$ cat src/rtl/spi_wdg_pkg.sv
// Shared types and constants for the SPI watchdog supervisor.
// Optional statistics counter is enabled by defining SPI_WDG_STATS_EN.
package spi_wdg_pkg;

  typedef enum logic [1:0] {IDLE, WATCH, ABORT, FAULT} wdg_sup_state_t;

  // A watchdog write of zero stops the watchdog counter.
  localparam int WDG_DISARM = 0;

  localparam int STATS_W = 16;

  function automatic logic [STATS_W-1:0] stats_sat_inc(input logic [STATS_W-1:0] v);
    return (v == '1) ? v : v + 1'b1;
  endfunction

endpackage

$ cat src/rtl/spi_wdg_if.sv
// Supervisor <-> watchdog link. we is a one-cycle write strobe qualifying cycles
// (no ready: the watchdog accepts every write); inter is a one-cycle timeout pulse.
interface spi_wdg_if #(parameter int N = 12) ();
  logic [N-1:0] cycles;
  logic         we;
  logic         inter;

  modport master (output cycles, output we, input inter);
  modport slave  (input cycles, input we, output inter);
endinterface

$ cat src/rtl/spi_pulse_stretch.sv
// Turns a start pulse into an abort level held ABORT_CYC cycles; o_done marks
// the final high cycle so the caller can leave on the same edge the level drops.
module spi_pulse_stretch #(
  parameter int ABORT_CYC = 4
) (
  input  logic i_clk_p,
  input  logic i_rst_n,
  input  logic i_start,
  output logic o_abort,
  output logic o_done
);

  localparam int CW = (ABORT_CYC > 1) ? $clog2(ABORT_CYC) : 1;

  logic [CW-1:0] r_cnt;
  logic          r_abort;

  always_ff @(posedge i_clk_p or negedge i_rst_n) begin
    if (!i_rst_n) begin
      r_cnt   <= '0;
      r_abort <= 1'b0;
    end else if (i_start) begin
      r_cnt   <= CW'(ABORT_CYC - 1);
      r_abort <= 1'b1;
    end else if (r_abort) begin
      if (r_cnt == '0) r_abort <= 1'b0;
      else             r_cnt   <= r_cnt - 1'b1;
    end
  end

  assign o_abort = r_abort;
  assign o_done  = r_abort && (r_cnt == '0);

endmodule

$ cat src/rtl/spi_wdg_supervisor.sv
// Arms/kicks/disarms the SPI watchdog around transactions, aborts on timeout and
// latches a fault after MAX_RETRY consecutive timeouts. SPI_WDG_STATS_EN adds o_timeout_total.
module spi_wdg_supervisor
  import spi_wdg_pkg::*;
#(
  parameter int N         = 12,
  parameter int RETRY_W   = 3,
  parameter int MAX_RETRY = 3,
  parameter int ABORT_CYC = 4
) (
  input  logic                 i_clk_p,
  input  logic                 i_rst_n,
  input  logic [N-1:0]         i_timeout,
  input  logic                 i_cfg_we,
  input  logic                 i_enable,
  input  logic                 i_busy,
  input  logic                 i_activity,
  input  logic                 i_fault_clr,
  spi_wdg_if.master            wdg,
  output logic                 o_abort,
  output logic                 o_fault,
  output logic [RETRY_W-1:0]   o_retry_cnt,
`ifdef SPI_WDG_STATS_EN
  output logic [STATS_W-1:0]   o_timeout_total,
`endif
  output wdg_sup_state_t       o_state
);

  wdg_sup_state_t     r_state;
  logic [N-1:0]       r_cfg;
  logic [N-1:0]       r_cycles;
  logic               r_we;
  logic [RETRY_W-1:0] r_retry;
  logic               r_fault;
  logic               w_timeout;
  logic               w_abort_done;

  // A timeout only counts while watching and no higher-priority exit applies.
  assign w_timeout = (r_state == WATCH) && i_enable && i_busy && wdg.inter;

  spi_pulse_stretch #(.ABORT_CYC(ABORT_CYC)) u_stretch (
    .i_clk_p (i_clk_p),
    .i_rst_n (i_rst_n),
    .i_start (w_timeout),
    .o_abort (o_abort),
    .o_done  (w_abort_done)
  );

  always_ff @(posedge i_clk_p or negedge i_rst_n) begin
    if (!i_rst_n) begin
      r_state  <= IDLE;
      r_cfg    <= '0;
      r_cycles <= '0;
      r_we     <= 1'b0;
      r_retry  <= '0;
      r_fault  <= 1'b0;
    end else begin
      r_we <= 1'b0;
      if (i_cfg_we) r_cfg <= i_timeout;
      case (r_state)
        IDLE: begin
          if (i_enable && i_busy && (r_cfg != '0)) begin
            r_we     <= 1'b1;
            r_cycles <= r_cfg;
            r_state  <= WATCH;
          end
        end
        WATCH: begin
          if (!i_enable) begin
            r_we     <= 1'b1;
            r_cycles <= N'(WDG_DISARM);
            r_state  <= IDLE;
          end else if (!i_busy) begin
            r_we     <= 1'b1;
            r_cycles <= N'(WDG_DISARM);
            r_retry  <= '0;
            r_state  <= IDLE;
          end else if (wdg.inter) begin
            r_we     <= 1'b1;
            r_cycles <= N'(WDG_DISARM);
            r_retry  <= (r_retry == RETRY_W'(MAX_RETRY)) ? r_retry : r_retry + 1'b1;
            r_state  <= ABORT;
          end else if (i_cfg_we) begin
            // New timeout takes effect immediately; zero doubles as a disarm.
            r_we     <= 1'b1;
            r_cycles <= i_timeout;
            if (i_timeout == '0) r_state <= IDLE;
          end else if (i_activity) begin
            r_we     <= 1'b1;
            r_cycles <= r_cfg;
          end
        end
        ABORT: begin
          if (w_abort_done) begin
            if (r_retry == RETRY_W'(MAX_RETRY)) begin
              r_state <= FAULT;
              r_fault <= 1'b1;
            end else begin
              r_state <= IDLE;
            end
          end
        end
        FAULT: begin
          if (i_fault_clr) begin
            r_state <= IDLE;
            r_fault <= 1'b0;
          end
        end
        default: r_state <= IDLE;
      endcase
      // Clearing the retry count overrides any same-cycle update above.
      if (i_fault_clr) r_retry <= '0;
    end
  end

`ifdef SPI_WDG_STATS_EN
  logic [STATS_W-1:0] r_total;

  always_ff @(posedge i_clk_p or negedge i_rst_n) begin
    if (!i_rst_n)         r_total <= '0;
    else if (i_fault_clr) r_total <= '0;
    else if (w_timeout)   r_total <= stats_sat_inc(r_total);
  end

  assign o_timeout_total = r_total;
`endif

  assign wdg.cycles  = r_cycles;
  assign wdg.we      = r_we;
  assign o_fault     = r_fault;
  assign o_retry_cnt = r_retry;
  assign o_state     = r_state;

endmodule

$ cat src/flat_wrapper.sv
// flat-port wrapper written by rule: the top's interface ports become plain ports
module spi_wdg_supervisor_flat import spi_wdg_pkg::*;
#(
  parameter int N         = 12,
  parameter int RETRY_W   = 3,
  parameter int MAX_RETRY = 3,
  parameter int ABORT_CYC = 4
)
  (i_clk_p, i_rst_n, i_timeout, i_cfg_we, i_enable, i_busy, i_activity, i_fault_clr, o_abort, o_fault, o_retry_cnt, o_state, wdg_cycles, wdg_we, wdg_inter);
  spi_wdg_if #(.N(N)) wdg_i ();
  input  logic i_clk_p;
  input  logic i_rst_n;
  input  logic [N-1:0] i_timeout;
  input  logic i_cfg_we;
  input  logic i_enable;
  input  logic i_busy;
  input  logic i_activity;
  input  logic i_fault_clr;
  output logic o_abort;
  output logic o_fault;
  output logic [RETRY_W-1:0] o_retry_cnt;
  output wdg_sup_state_t o_state;
  output wire logic [$bits(wdg_i.cycles)-1:0] wdg_cycles;
  output wire logic [$bits(wdg_i.we)-1:0] wdg_we;
  input wire logic [$bits(wdg_i.inter)-1:0] wdg_inter;
  assign wdg_cycles = wdg_i.cycles;
  assign wdg_we = wdg_i.we;
  assign wdg_i.inter = wdg_inter;
  spi_wdg_supervisor #(.N(N), .RETRY_W(RETRY_W), .MAX_RETRY(MAX_RETRY), .ABORT_CYC(ABORT_CYC)) u_core (.i_clk_p(i_clk_p), .i_rst_n(i_rst_n), .i_timeout(i_timeout), .i_cfg_we(i_cfg_we), .i_enable(i_enable), .i_busy(i_busy), .i_activity(i_activity), .i_fault_clr(i_fault_clr), .wdg(wdg_i), .o_abort(o_abort), .o_fault(o_fault), .o_retry_cnt(o_retry_cnt), .o_state(o_state));
endmodule
$ cat config.mk
export PLATFORM = sky130hd
export DESIGN_NAME = spi_wdg_supervisor_flat
export DESIGN_NICKNAME = d
export VERILOG_FILES = /design/src/rtl/spi_wdg_pkg.sv /design/src/rtl/spi_wdg_if.sv /design/src/rtl/spi_pulse_stretch.sv /design/src/rtl/spi_wdg_supervisor.sv /design/src/flat_wrapper.sv
export SDC_FILE = /design/constraint.sdc
export NUM_CORES = 1
export LEC_CHECK = 0
export CAP_MARGIN = 20
export CORE_MARGIN = 5
export CORE_UTILIZATION = 26
export DETAILED_ROUTE_END_ITERATION = 10
export GPL_TIMING_DRIVEN = 0
export PLACE_DENSITY = 0.43
export SETUP_SLACK_MARGIN = 0.4
export SYNTH_ARGS = -nofsm -noshare
export SYNTH_HDL_FRONTEND = slang
export SYNTH_SLANG_ARGS = --single-unit
$ cat constraint.sdc
create_clock -name i_clk_p -period 2.5 [get_ports i_clk_p]
set_clock_uncertainty 0.15 [all_clocks]
set_input_delay 0.25 -clock i_clk_p [delete_from_list [all_inputs] [get_ports i_clk_p]]
set_output_delay 0.25 -clock i_clk_p [all_outputs]
set_load 0.01 [all_outputs]
### Yosys cells after proc, flatten, opt, wreduce, memory -nomap -nowiden

Index checks and enable logic that the tools add are counted.

* flip-flop bits (word level): 34
* input bits: 20
* output and inout bits: 20
* logic and storage cells: 84

* add/subtract/negate cells: 2
* equality and inequality tests: 14
* multiplexer cells: 40
* reduce and logical (&&, ||, !) cells: 20

Operators by type and width (count)
* 2-to-1 mux 12 bit: 6
* 2-to-1 mux 2 bit: 12
* case mux 12 bit (2 select lines): 1
* 2-to-1 mux 3 bit: 6
* zero test 12 bit: 1
* 2-to-1 mux 1 bit: 12
* nonzero test 12 bit: 1
* inequality test 5 bit, second input constant: 2
* nonzero test 2 bit: 5
* case mux 2 bit (4 select lines): 1
* AND reduction 4 bit: 2
* logical AND 1 bit: 6
* inequality test 2 bit, second input constant: 3
* inequality test 6 bit, second input constant: 1
* AND reduction 5 bit: 1
* equality test 2 bit, second input constant: 2
* zero test 2 bit: 2
* inequality test 2 x 1 -> 1 bit, second input constant: 2
* case mux 1 bit (2 select lines): 2
* adder 3 x 1 -> 3 bit, second input constant: 1
* equality test 3 x 2 -> 1 bit, second input constant: 1
* inequality test 3 x 1 -> 1 bit, second input constant: 1
* inequality test 3 bit, second input constant: 1
* AND reduction 3 bit: 1
* 3 further kinds: 3

### Logic depth before layout (Yosys ltp)

Gate-level depths: netlist of the first run.

* word-level depth: 7
* depth in mapped cells: 7
* mapped depth without buffers: 6

### Modules after synthesis

From an unflattened synthesis of the first run, not the netlist that was laid out.

* cells, all modules: 139
* area, all modules: 1790.5 µm²

Modules (own cells, without submodules)
* spi_wdg_supervisor: instances 1, cells an instance 124, area each 1631.6 µm², seq. area each 775.7 µm²
* spi_pulse_stretch: instances 1, cells an instance 15, area each 158.9 µm², seq. area each 75.1 µm²

### Worst setup path after synthesis of the first run

OpenSTA, ideal clock, no wires.

* path kind: register -> register
* from: reg u_core.r_state[0], in the netlist u_core.o_state[0]
* to: reg u_core.r_cycles[0], in the netlist u_core.wdg.cycles[0]
* library setup time: 0.125 ns
* data arrival time: 1.587 ns
* data required time: 2.225 ns
* setup slack: 0.638 ns
* cell stages (with the launch flop): 8
* buffers on the path: 3
* clock period less this slack: 1.862 ns
* cells stage by stage: dfrtp_1 buf_6 and4b_1 buf_6 a211oi_2 o21ai_2 buf_6 mux2_4

* cells in the longest elaborated chain, start to end: 3
* elaborated cells on any way between the ends: 7
* classes of those cells: eq/ne: 3; mux: 1; reduce/logical: 3

RTL lines
* from (decl): RTL line spi_wdg_supervisor.sv:29 `wdg_sup_state_t r_state;`
* from (signal assigned): RTL line spi_wdg_supervisor.sv:51 `r_state <= IDLE;`
* from (signal assigned): RTL line spi_wdg_supervisor.sv:65 `r_state <= WATCH;`
* from (signal assigned): RTL line spi_wdg_supervisor.sv:72 `r_state <= IDLE;`
* equality test 2 x 1 -> 1 bit / zero test 2 bit (equally long branches): RTL line spi_wdg_supervisor.sv:60 `case (r_state)`
* inequality test 6 bit (no source line), or another cell as far along
* AND reduction 3 bit (no source line)
* to (signal assigned): RTL line spi_wdg_supervisor.sv:64 `r_cycles <= r_cfg;`
* to (signal assigned): RTL line spi_wdg_supervisor.sv:71 `r_cycles <= N'(WDG_DISARM);`
* to (signal assigned): RTL line spi_wdg_supervisor.sv:75 `r_cycles <= N'(WDG_DISARM);`
* to (decl): RTL line spi_wdg_supervisor.sv:31 `logic [N-1:0] r_cycles;`

Parallel ways exist; a longest one is shown, timed or not.
A chain may end at the register's enable or synchronous reset.

### Worst setup path after layout of the first run

* from: in i_busy
* to: reg u_core.r_cycles[4], in the netlist u_core.wdg.cycles[4]

* cells in the longest elaborated chain, start to end: 4
* elaborated cells on any way between the ends: 8
* classes of those cells: eq/ne: 2; mux: 3; reduce/logical: 3

RTL lines
* from (decl): RTL line flat_wrapper.sv:16 `input logic i_busy;`
* logical AND 1 bit (2 in a row): RTL line spi_wdg_supervisor.sv:62 `if (i_enable && i_busy && (r_cfg != '0)) begin`
* inequality test 2 x 1 -> 1 bit (no source line)
* AND reduction 3 bit (no source line)

Parallel ways exist; a longest one is shown, timed or not.

==> results.txt, run 1 <==
Status: complete, no violations
CP max FO: 10
Clk Latency, worst-skew pair: 0.28 ns
WL final: 4.28 mm
R2R cell count: 5
Final #Nets: 206
Total power: 2310 uW
Max Cap Violations: 0
Num rows: 29
Reg clk slew, reported paths: 0.07 ns
Routed wl met2: 2.11 mm
Hold_sp: u_core.wdg.cycles[9]
Tmin final: 2.02 ns
Worst Hold Depth: 1
Final Hold Viols: 0
Cell Pwr Density: 1010 nW/um^2
Initial antenna violation count: 0
Die ar.: 8250 sq um
Yosys warns: 0
Min-delay worst type: reg -> reg
DRC viols: 0
Synth Register Bits: 34
Root buffer cell: clkbuf_8
Routed wl met3: 126 um
TNS Setup: 0 ns
Initial Utilization: 26.7%
Syn Inst Count: 136
Synth top area share: 50.1%
Port Buffers: 39
Maximum root-to-sink buffer count: 2
Final setup vio count: 0
XOR/XNOR Fraction of Synth Area: 0.516%
Compound-Gate Fraction of Synth Area: 12.7%
Simple-Gate Fraction of Synth Area: 9.58%
Mean area per synthesized cell: 12.5 sq um
Commonest non-fill, non-tap cell in the layout: clkdlybuf4s50_1
Drt pass-1 iters: 4
Crit Path Category: in -> reg
Inserted Clock Buffers: 5
GRT Overall Usage: 11.2%
Clk sinks: 34
Final Wtd Congestion: 0.767
Via count: 1230
Leak: 0.000953 uW
Syn_nets: 159
Largest family of logic cells by synthesized area: multiplexers
CTS tree: done
Number of global-route vias before repair: 1463
Crit path launch: i_busy
Slew HR: 46.9%
Largest net degree at the start of global routing: 35
WHS: 0.359 ns
RSZ-0062 raised after global routing: false
Cell variety after synth: 30
Tightest Pin Transition: 0.796 ns
Cell Area, Synth: 1700 sq um
Largest cells by area after synthesis: dfrtp_1 50%, mux2_2 9.3%, mux2_4 8.0%, a32o_1 7.1%, buf_6 2.7%
IO Pins: 40
Die X-Extent: 90.8 um
Element type at the critical path end: flop
Worst-case vdd ir drop: 0.000474 V
Yosys top cell by area: dfrtp_1
Design area: 2290 sq um
Worst Path Arrival: 2.04 ns
Fillers: 628
Placed Area: 2180 sq um
Total gr overflow: 0
Core area: 6350 sq um
Seq/Total Area, Yosys: 50.1%
Die Height: 90.8 um
Share of post-route cells with drive strength above 1: 22.4%
Post-synthesis mux area share: 19.7%
Critical Path RT: 2.52 ns
H-Tree Depth: 2
Non-Filler Instances: 260
Max Used Layer: met4
Antenna diode count: 0
HPWL after detailed placement: 3.13 mm
Final ANT Viol Nets: 0
Tcrit/Tclk final: 80.9%
Fmax: 0.494 GHz
RR Startpoint: u_core.r_cfg[0]
Area Growth Syn to Fin: 34.6%
Synth Area in Adders: 2.21%
First-pass GRT wire length: 7.45 mm
1st-iter DRT viols: 55
Drt wl/cell: 16.5 um
Slew Limit Fails: 0
Startpoint types: input pin
Post-CTS setup buffer count: 0
WL met1: 1.99 mm
Vias per std cell: 4.73
Most frequent cells in the layout: 38 x clkdlybuf4s50_1, 34 x dfrtp_1, 14 x mux2_2
Placed Cells: 252
[Yosys cell counts]
cell,number
xnor2_1,1
and4b_1,1
and2_1,1
a32o_1,12
mux2i_1,3
nand2_1,10
a21oi_1,2
mux2_1,1
nor3_1,1
nand4_1,1
a211oi_2,2
buf_6,4
nor2b_1,2
inv_1,7
nor4_1,5
dfrtp_1,34
a22oi_1,1
nand2b_1,3
mux2_4,9
o21ai_2,1
nand3_1,1
o21ai_0,4
o211ai_1,2
buf_2,2
nor2_1,6
a32oi_1,1
mux2_2,14
nand3b_1,1
buf_4,1
ha_1,3
[path summary, 6_finish.rpt]
path                       slack [ns]                       end
max                              0.48      u_core.wdg.cycles[4]
min                              0.36      u_core.wdg.cycles[9]
max reg2reg                      0.51      u_core.wdg.cycles[4]
min reg2reg                      0.36      u_core.wdg.cycles[9]
max in group asynchronous        1.25      u_core.wdg.cycles[0]
min in group asynchronous        0.44  u_core.u_stretch.o_abort
[report_power, final]
part	switching (uW)	internal (uW)	total, uW
logic	463	630	1090
clock network	201	191	392
registers	108	716	824
[kinds of logic after synthesis]
group,Yosys count
flip-flops,34
AND/OR/NAND/NOR,32
multiplexers,27
AO/OA/AOI/OAI,25
buffers and inverters,14
adder cells (fa/ha/maj),3
XOR/XNOR,1
[flip-flops by register name (all words and copies together), names as in the netlist]
signal / count
u_core.o_fault: 1
u_core.o_retry_cnt: 3
u_core.o_state: 2
u_core.r_cfg: 12
u_core.u_stretch.o_abort: 1
u_core.u_stretch.r_cnt: 2
u_core.wdg.cycles: 12
u_core.wdg.we: 1
[metrics by stage]
stage	util (%)	setup slack [ns]
5_1_grt	36.0	0.404
4_1_cts	35.7	0.405
2_1_floorplan	-	0.638
6_report	36.0	0.476
3_3_place_gp	34.4	0.160
3_5_place_dp	34.3	0.157
[metal layers]
layer | track usage [%] | up-vias
met4 | 4.65 | 0
li1 | - | 595
met2 | 18.2 | 19
met1 | 14.2 | 612
met3 | 2.92 | 4
met5 | 0 | -
[critical path: stages]
cell and delay [ns]:
clkdlybuf4s50_1 0.54, and4b_1 0.28, buf_6 0.13, a211oi_2 0.24
o21ai_4 0.12, buf_6 0.18, mux2_4 0.30
[layout make-up]
| cell class | instances | area, sq um | area share [%] |
|---|---|---|---|
| multi-input cells | 88 | 772 | 33.8 |
| well taps | 77 | 96.3 | 4.21 |
| clock buffers | 6 | 72.6 | 3.17 |
| plain buffers | 7 | 65.1 | 2.85 |
| repair buffers | 40 | 395 | 17.3 |
| flip-flops and latches | 34 | 851 | 37.2 |
| clock inverters | 1 | 7.51 | 0.328 |
| inverters | 7 | 26.3 | 1.15 |
[what timing repair did]
action                     4_1_cts  5_1_grt
hold buffers                     1        0
hold endpoints to repair        34        0
setup endpoints to repair        0       11
resized for setup                0        3
Power figures use the tool's default switching activity.
==> run 2, diff against run 1 <==
--- a/config.mk
+++ b/config.mk
@@ -10,7 +10,7 @@
 export CORE_UTILIZATION = 26
 export DETAILED_ROUTE_END_ITERATION = 10
 export GPL_TIMING_DRIVEN = 0
-export PLACE_DENSITY = 0.43
+export PLACE_DENSITY = 0.45
 export SETUP_SLACK_MARGIN = 0.4
 export SYNTH_ARGS = -nofsm -noshare
 export SYNTH_HDL_FRONTEND = slang
==> constraint.sdc (replaced) <==
create_clock -name i_clk_p -period 1.8 [get_ports i_clk_p]
set_clock_uncertainty 0.15 [all_clocks]
set_input_delay 0.18 -clock i_clk_p [delete_from_list [all_inputs] [get_ports i_clk_p]]
set_output_delay 0.18 -clock i_clk_p [all_outputs]
set_load 0.01 [all_outputs]
==> run 2 against run 1 <==
Against the previous run: the flow now finishes with violations (setup timing); hold slack lost 0.093 ns; first-iteration DRC count decreased by 53%; global-route usage about the same; clock power rose by 76%; critical path type is now reg -> reg; final area increased by 15%; critical path depth unchanged; highest routed layer unchanged; sequential power up 38%; setup slack lost 0.58 ns; die area unchanged.
==> results.txt, run 2 (same netlist as run 1, synthesis figures left out) <==
Fmax: 0.525 GHz
Most frequent cells in the layout: 33 x dfrtp_1, 19 x dlygate4sd2_1, 16 x clkdlybuf4s50_1 (was 38 x clkdlybuf4s50_1, 34 x dfrtp_1, 14 x mux2_2)
Final ANT Viol Nets: 0 (unchanged)
Cell Pwr Density: 1400 nW/um^2 (was 1010 nW/um^2)
Failing checks: setup timing
Tcrit/Tclk final: 106%
Num rows: 29 (unchanged)
FF-to-FF End: u_core.wdg.cycles[8] (was u_core.wdg.cycles[4])
CP delay by family, top: buffers and inverters (unchanged)
HPWL after detailed placement: 3.10 mm (was 3.13 mm)
Final worst slack: -0.106 ns (was 0.476 ns)
Tmin final: 1.91 ns
Clk Latency, worst-skew pair: 0.29 ns (was 0.28 ns)
Total gr overflow: 0 (unchanged)
Drt wl/cell: 16.2 um (was 16.5 um)
WL met1: 2.04 mm (was 1.99 mm)
Commonest non-fill, non-tap cell in the layout: dfrtp_1 (was clkdlybuf4s50_1)
Worst-case vdd ir drop: 0.000718 V (was 0.000474 V)
Status: complete, but fails checks (was complete, no violations)
R2R cell count: 7 (was 5)
Leak: 0.00118 uW (was 0.000953 uW)
H-Tree Depth: 2 (unchanged)
IO Pins: 40 (unchanged)
Place WS: -0.480 ns (was 0.157 ns)
Max Used Layer: met4 (unchanged)
CTS tree: done (unchanged)
First-pass GRT wire length: 7.47 mm (was 7.45 mm)
NetSw: 1200 uW (was 772 uW)
Die Height: 90.8 um (unchanged)
Slowest library cell on the worst path: dfrtp_1 (was clkdlybuf4s50_1)
Element type at the critical path end: flop (unchanged)
Routed wl met2: 2.19 mm (was 2.11 mm)
CP peak stage delay: 0.40 ns (was 0.54 ns)
TNS Setup: -1.05 ns (was 0 ns)
Final setup vio count: 12 (was 0)
Vias per std cell: 4.78 (was 4.73)
Worst Path Arrival: 1.92 ns (was 2.04 ns)
CP max FO: 10 (unchanged)
Switching share of power: 32.7% (was 33.4%)
Crit path launch: u_core.o_state[0] (was i_busy)
GRT Overall Usage: 11.2% (about the same)
Port Buffers: 39 (unchanged)
Top cell by count, worst path: buf_6 (unchanged)
Maximum root-to-sink buffer count: 2 (unchanged)
Startpoint types: flop (was input pin)
WL final: 4.58 mm (was 4.28 mm)
Int Pwr: 2480 uW (was 1540 uW)
R2R Setup Slk: -0.11 ns (was 0.51 ns)
Crit path depth: 7 (unchanged)
Drt pass-1 iters: 4 (unchanged)
Routed wl met3: 285 um (was 126 um)
Clk sinks: 34 (unchanged)
Clock network power share: 18.7% (was 17.0%)
Antenna diode count: 0 (unchanged)
Slew Limit Fails: 0 (unchanged)
RR Startpoint: u_core.o_state[0] (was u_core.r_cfg[0])
Comb pwr share: 50.2% (was 47.3%)
Crit path to: u_core.wdg.cycles[8] (was u_core.wdg.cycles[4])
Final Hold Viols: 0 (unchanged)
Root buffer cell: clkbuf_8 (unchanged)
Via count: 1349 (was 1230)
Inserted Clock Buffers: 5 (unchanged)
Core area: 6350 sq um (unchanged)
DRC viols: 0 (unchanged)
Reg clk slew, reported paths: 0.08 ns (was 0.07 ns)
Number of global-route vias before repair: 1458 (was 1463)
Critical Path RT: 1.82 ns (was 2.52 ns)
Slew HR: 67.7% (was 46.9%)
Share of post-route cells with drive strength above 1: 39.0% (was 22.4%)
Max Cap Violations: 0 (unchanged)
Area Growth Syn to Fin: 55.0% (was 34.6%)
1st-iter DRT viols: 26 (was 55)
Largest net degree at the start of global routing: 35 (unchanged)
Tightest Pin Transition: 0.485 ns (was 0.796 ns)
Final #Nets: 227 (was 206)
Final Wtd Congestion: 0.669 (was 0.767)
Min-delay worst type: in -> async (was reg -> reg)
Initial antenna violation count: 0 (unchanged)
Initial Utilization: 26.7% (unchanged)
Cells along the critical path: buf_6 > and4b_1 > buf_6 > a211oi_4 > o21ai_4 > buf_12 > mux2_4 (was clkdlybuf4s50_1 > and4b_1 > buf_6 > a211oi_2 > o21ai_4 > buf_6 > mux2_4)
WP buf/inv: 3 (unchanged)
Crit Path Category: reg -> reg (was in -> reg)
Die X-Extent: 90.8 um (unchanged)
RSZ-0062 raised after global routing: true (was false)
Die ar.: 8250 sq um (unchanged)
Share of power burned in registers: 31.0% (was 35.7%)
run 2: power by group through the flow:
stage	combinational [uW]	clock [uW]	sequential (uW)
6_report	1850	690	1140
5_1_grt	2000	743	1180
4_1_cts	1640	713	1130
3_5_place_dp	1520	0	1160
3_3_place_gp	1500	0	1150
2_1_floorplan	854	0	1220
run 2: worst reg2reg max path: stages, from the launching register on:
cell and delay, ns:
dfrtp_1 0.40, buf_6 0.13, and4b_1 0.18, buf_6 0.12, a211oi_4 0.23, o21ai_4 0.12, buf_12 0.17, mux2_4 0.30
run 2: stage by stage:
step                cells  hold slack [ns]  utilization (%)  cell area [sq um]  total power, uW
floorplan             136           -0.266                -               1730             2070
global placement      252            0.343             34.9               2210             2660
detailed placement    252            0.162             34.8               2210             2690
CTS                   275            0.324             38.9               2470             3490
global route          282            0.322             41.4               2630             3920
finish                282            0.266             41.4               2630             3680
run 2: area by class of cell:
type,instances,area (sq um)
multi-input combinational,88,890
tap,77,96.3
inverter,7,26.3
clock buffer,5,68.8
timing repair buffer,61,581
buffer,7,77.6
clock inverter,3,40.0
fill,604,3720
sequential,34,852
run 2: what timing repair did:
| item | CTS | global route |
|---|---|---|
| hold buffers | 1 | 0 |
| endpoints found under the setup margin | 50 | 25 |
| pin swaps | 3 | 10 |
| cloned | 0 | 1 |
| hold endpoints to repair | 34 | 0 |
| resized for setup | 42 | 27 |
| setup buffers | 14 | 6 |
run 2: worst min-delay path by stage:
stage | start | to | slack, ns
finish | i_rst_n | u_core.wdg.cycles[1] | 0.27
global route | i_rst_n | u_core.wdg.cycles[1] | 0.32
CTS | i_cfg_we | u_core.r_cfg[11] | 0.32
detailed placement | i_rst_n | u_core.wdg.cycles[3] | 0.16
global placement | u_core.u_stretch.r_cnt[1] | u_core.u_stretch.r_cnt[1] | 0.34
floorplan | i_rst_n | u_core.o_fault | -0.27
run 2: per-layer routing:
| layer | GRT usage (%) | vias to the layer above |
|---|---|---|
| met5 | 0 | - |
| met4 | 4.03 | 0 |
| met3 | 4.17 | 5 |
| met2 | 17.6 | 28 |
| met1 | 14.1 | 678 |
| li1 | - | 638 |
==> run 3, diff against run 2 <==
--- a/config.mk
+++ b/config.mk
@@ -10,7 +10,7 @@
 export CORE_UTILIZATION = 26
 export DETAILED_ROUTE_END_ITERATION = 10
 export GPL_TIMING_DRIVEN = 0
-export PLACE_DENSITY = 0.45
+export PLACE_DENSITY = 0.53
 export SETUP_SLACK_MARGIN = 0.4
 export SYNTH_ARGS = -nofsm -noshare
 export SYNTH_HDL_FRONTEND = slang
==> run 3 against run 2 <==
Against the previous run: the flow still finishes with violations (setup timing); critical endpoint is now u_core.wdg.cycles[0]; first-iteration DRC count increased by 120%; critical path type unchanged; largest cell class is now flip-flops and latches; fmax decreased by 2.8%; core utilization decreased by 2.0 points; routed wire length decreased by 6.6%.
==> results.txt, run 3 (same netlist as run 1, synthesis figures left out) <==
Vias per std cell: 4.74 (was 4.78)
Share of post-route cells with drive strength above 1: 33.5% (was 39.0%)
Element type at the critical path end: flop (unchanged)
Total gr overflow: 0 (unchanged)
Worst Path Arrival: 1.99 ns (was 1.92 ns)
Port Buffers: 39 (unchanged)
Max Cap Violations: 0 (unchanged)
Switching share of power: 33.1% (was 32.7%)
Drt wl/cell: 15.6 um (was 16.2 um)
Root buffer cell: clkbuf_8 (unchanged)
Hold_sp: i_cfg_we
Commonest non-fill, non-tap cell in the layout: dfrtp_1 (unchanged)
Final worst slack: -0.160 ns (was -0.106 ns)
GRT Overall Usage: 11.0% (was 11.2%)
Tmin final: 1.96 ns (was 1.91 ns)
Core area: 6350 sq um (unchanged)
Place WS: -0.461 ns (was -0.480 ns)
Number of global-route vias before repair: 1378 (was 1458)
R2R cell count: 5 (was 7)
Die ar.: 8250 sq um (unchanged)
H-Tree Depth: 2 (unchanged)
Share of power burned in registers: 32.6% (was 31.0%)
DRC viols: 0 (unchanged)
Final Hold Viols: 0 (unchanged)
Crit Path Category: reg -> reg (unchanged)
Final ANT Viol Nets: 0 (unchanged)
Initial Utilization: 26.7% (unchanged)
Design area: 2500 sq um (was 2630 sq um)
Largest net degree at the start of global routing: 35 (unchanged)
Worst Hold Depth: 2
1st-iter DRT viols: 56 (was 26)
Int Pwr: 2360 uW (was 2480 uW)
Cell Pwr Density: 1410 nW/um^2 (was 1400 nW/um^2)
Via count: 1298 (was 1349)
Status: complete, but fails checks (unchanged)
Placed Area: 2210 sq um (unchanged)
Final Wtd Congestion: 0.746 (was 0.669)
Die Height: 90.8 um (unchanged)
First-pass GRT wire length: 7.25 mm (was 7.47 mm)
Failing checks: setup timing (unchanged)
Inserted Clock Buffers: 5 (unchanged)
Area Growth Syn to Fin: 47.4% (was 55.0%)
Antenna diode count: 0 (unchanged)
Slew HR: 48.2% (was 67.7%)
Slew Limit Fails: 0 (unchanged)
Hold EP: u_core.r_cfg[0]
FF-to-FF End: u_core.wdg.cycles[0] (was u_core.wdg.cycles[8])
CTS tree: done (unchanged)
Crit path launch: u_core.r_cfg[0] (was u_core.o_state[0])
CP max FO: 10 (unchanged)
Die X-Extent: 90.8 um (unchanged)
RSZ-0062 raised after global routing: true (unchanged)
Reg clk slew, reported paths: 0.08 ns (about the same)
Final setup vio count: 12 (unchanged)
Final #Nets: 219 (was 227)
Clock network power share: 17.3% (was 18.7%)
Startpoint types: flop (unchanged)
NetSw: 1170 uW (was 1200 uW)
Worst-case vdd ir drop: 0.000634 V (was 0.000718 V)
Tightest Pin Transition: 0.776 ns (was 0.485 ns)
Most frequent cells in the layout: 34 x dfrtp_1, 18 x dlygate4sd2_1, 17 x clkdlybuf4s50_1 (was 33 x dfrtp_1, 19 x dlygate4sd2_1, 16 x clkdlybuf4s50_1)
Min-delay worst type: in -> reg (was in -> async)
Tcrit/Tclk final: 109% (was 106%)
Critical Path RT: 1.83 ns (was 1.82 ns)
Leak: 0.00113 uW (was 0.00118 uW)
Fmax: 0.510 GHz (was 0.525 GHz)
Num rows: 29 (unchanged)
Maximum root-to-sink buffer count: 2 (unchanged)
Clk Latency, worst-skew pair: 0.29 ns (about the same)
Drt pass-1 iters: 4 (unchanged)
R2R Setup Slk: -0.16 ns (was -0.11 ns)
Initial antenna violation count: 0 (unchanged)
IO Pins: 40 (unchanged)
RR Startpoint: u_core.r_cfg[0] (was u_core.o_state[0])
WL final: 4.28 mm (was 4.58 mm)
HPWL after detailed placement: 2.88 mm (was 3.10 mm)
Comb pwr share: 50.1% (was 50.2%)
Clk sinks: 34 (unchanged)
## run 3: changes by cell type in the layout (fill, tap and decap cells not counted), sizes merged
cell           delta
dlygate4sd2       -1
clkinv            -1
clkbuf            -1
buf               -7
bufinv            -1
clkinvlp          +1
clkdlybuf4s50     +1
bufbuf            +1
## run 3: layout make-up
class                      count  area [sq um]
buffer                         7          77.6
clock buffer                   6          82.6
clock inverter                 2          12.5
fill                         620          3850
inverter                       7          26.3
multi-input combinational     88           838
sequential                    34           851
tap                           77          96.3
timing repair buffer          53           518
## run 3: worst max-delay path by stage
stage	to	slack, ns	cells after the start
2_1_floorplan	u_core.wdg.cycles[0]	-0.06	7
3_3_place_gp	u_core.wdg.cycles[8]	-0.46	5
3_5_place_dp	u_core.wdg.cycles[9]	-0.46	5
4_1_cts	u_core.wdg.cycles[0]	-0.1	5
5_1_grt	u_core.wdg.cycles[0]	-0.22	5
6_report	u_core.wdg.cycles[0]	-0.16	5
## run 3: stage by stage
step / power, uW / cells / utilization [%] / hold WS [ns] / TNS (ns)
floorplan: 2070 / 136 / - / -0.266 / -0.555
global placement: 2670 / 252 / 34.9 / 0.336 / -19.99
detailed placement: 2680 / 252 / 34.8 / 0.158 / -5.40
CTS: 3560 / 272 / 39.1 / 0.311 / -1.00
global route: 3770 / 274 / 39.4 / 0.334 / -2.54
finish: 3530 / 274 / 39.4 / 0.322 / -1.71
## run 3: power by group through the flow
stage	logic [uW]	clock network (uW)	registers, uW
4_1_cts	1780	629	1150
5_1_grt	1910	679	1180
2_1_floorplan	854	0	1220
3_5_place_dp	1520	0	1160
6_report	1770	611	1150
3_3_place_gp	1510	0	1160
## run 3: layer usage
layer	routed length [um]	vias to the layer above	track usage, %
li1	-	623	-
met2	2050	37	17.3
met1	1980	634	14.3
met3	236	4	4.17
met5	0	-	0
met4	11	0	2.57
## run 3: repair_timing
action,CTS,global route
gates cloned,1,0
pin swaps,8,7
setup endpoints to repair,50,26
endpoints found under the hold margin,34,0
gates resized for setup,43,9
buffers inserted,10,2
hold buffers,1,0
## run 3: critical path, stage by stage, from the launching register on
cell     delay [ns]
dfrtp_1        0.41
nor4_2         0.31
nand3_1        0.22
o21ai_4        0.27
buf_12         0.18
mux2_4         0.30
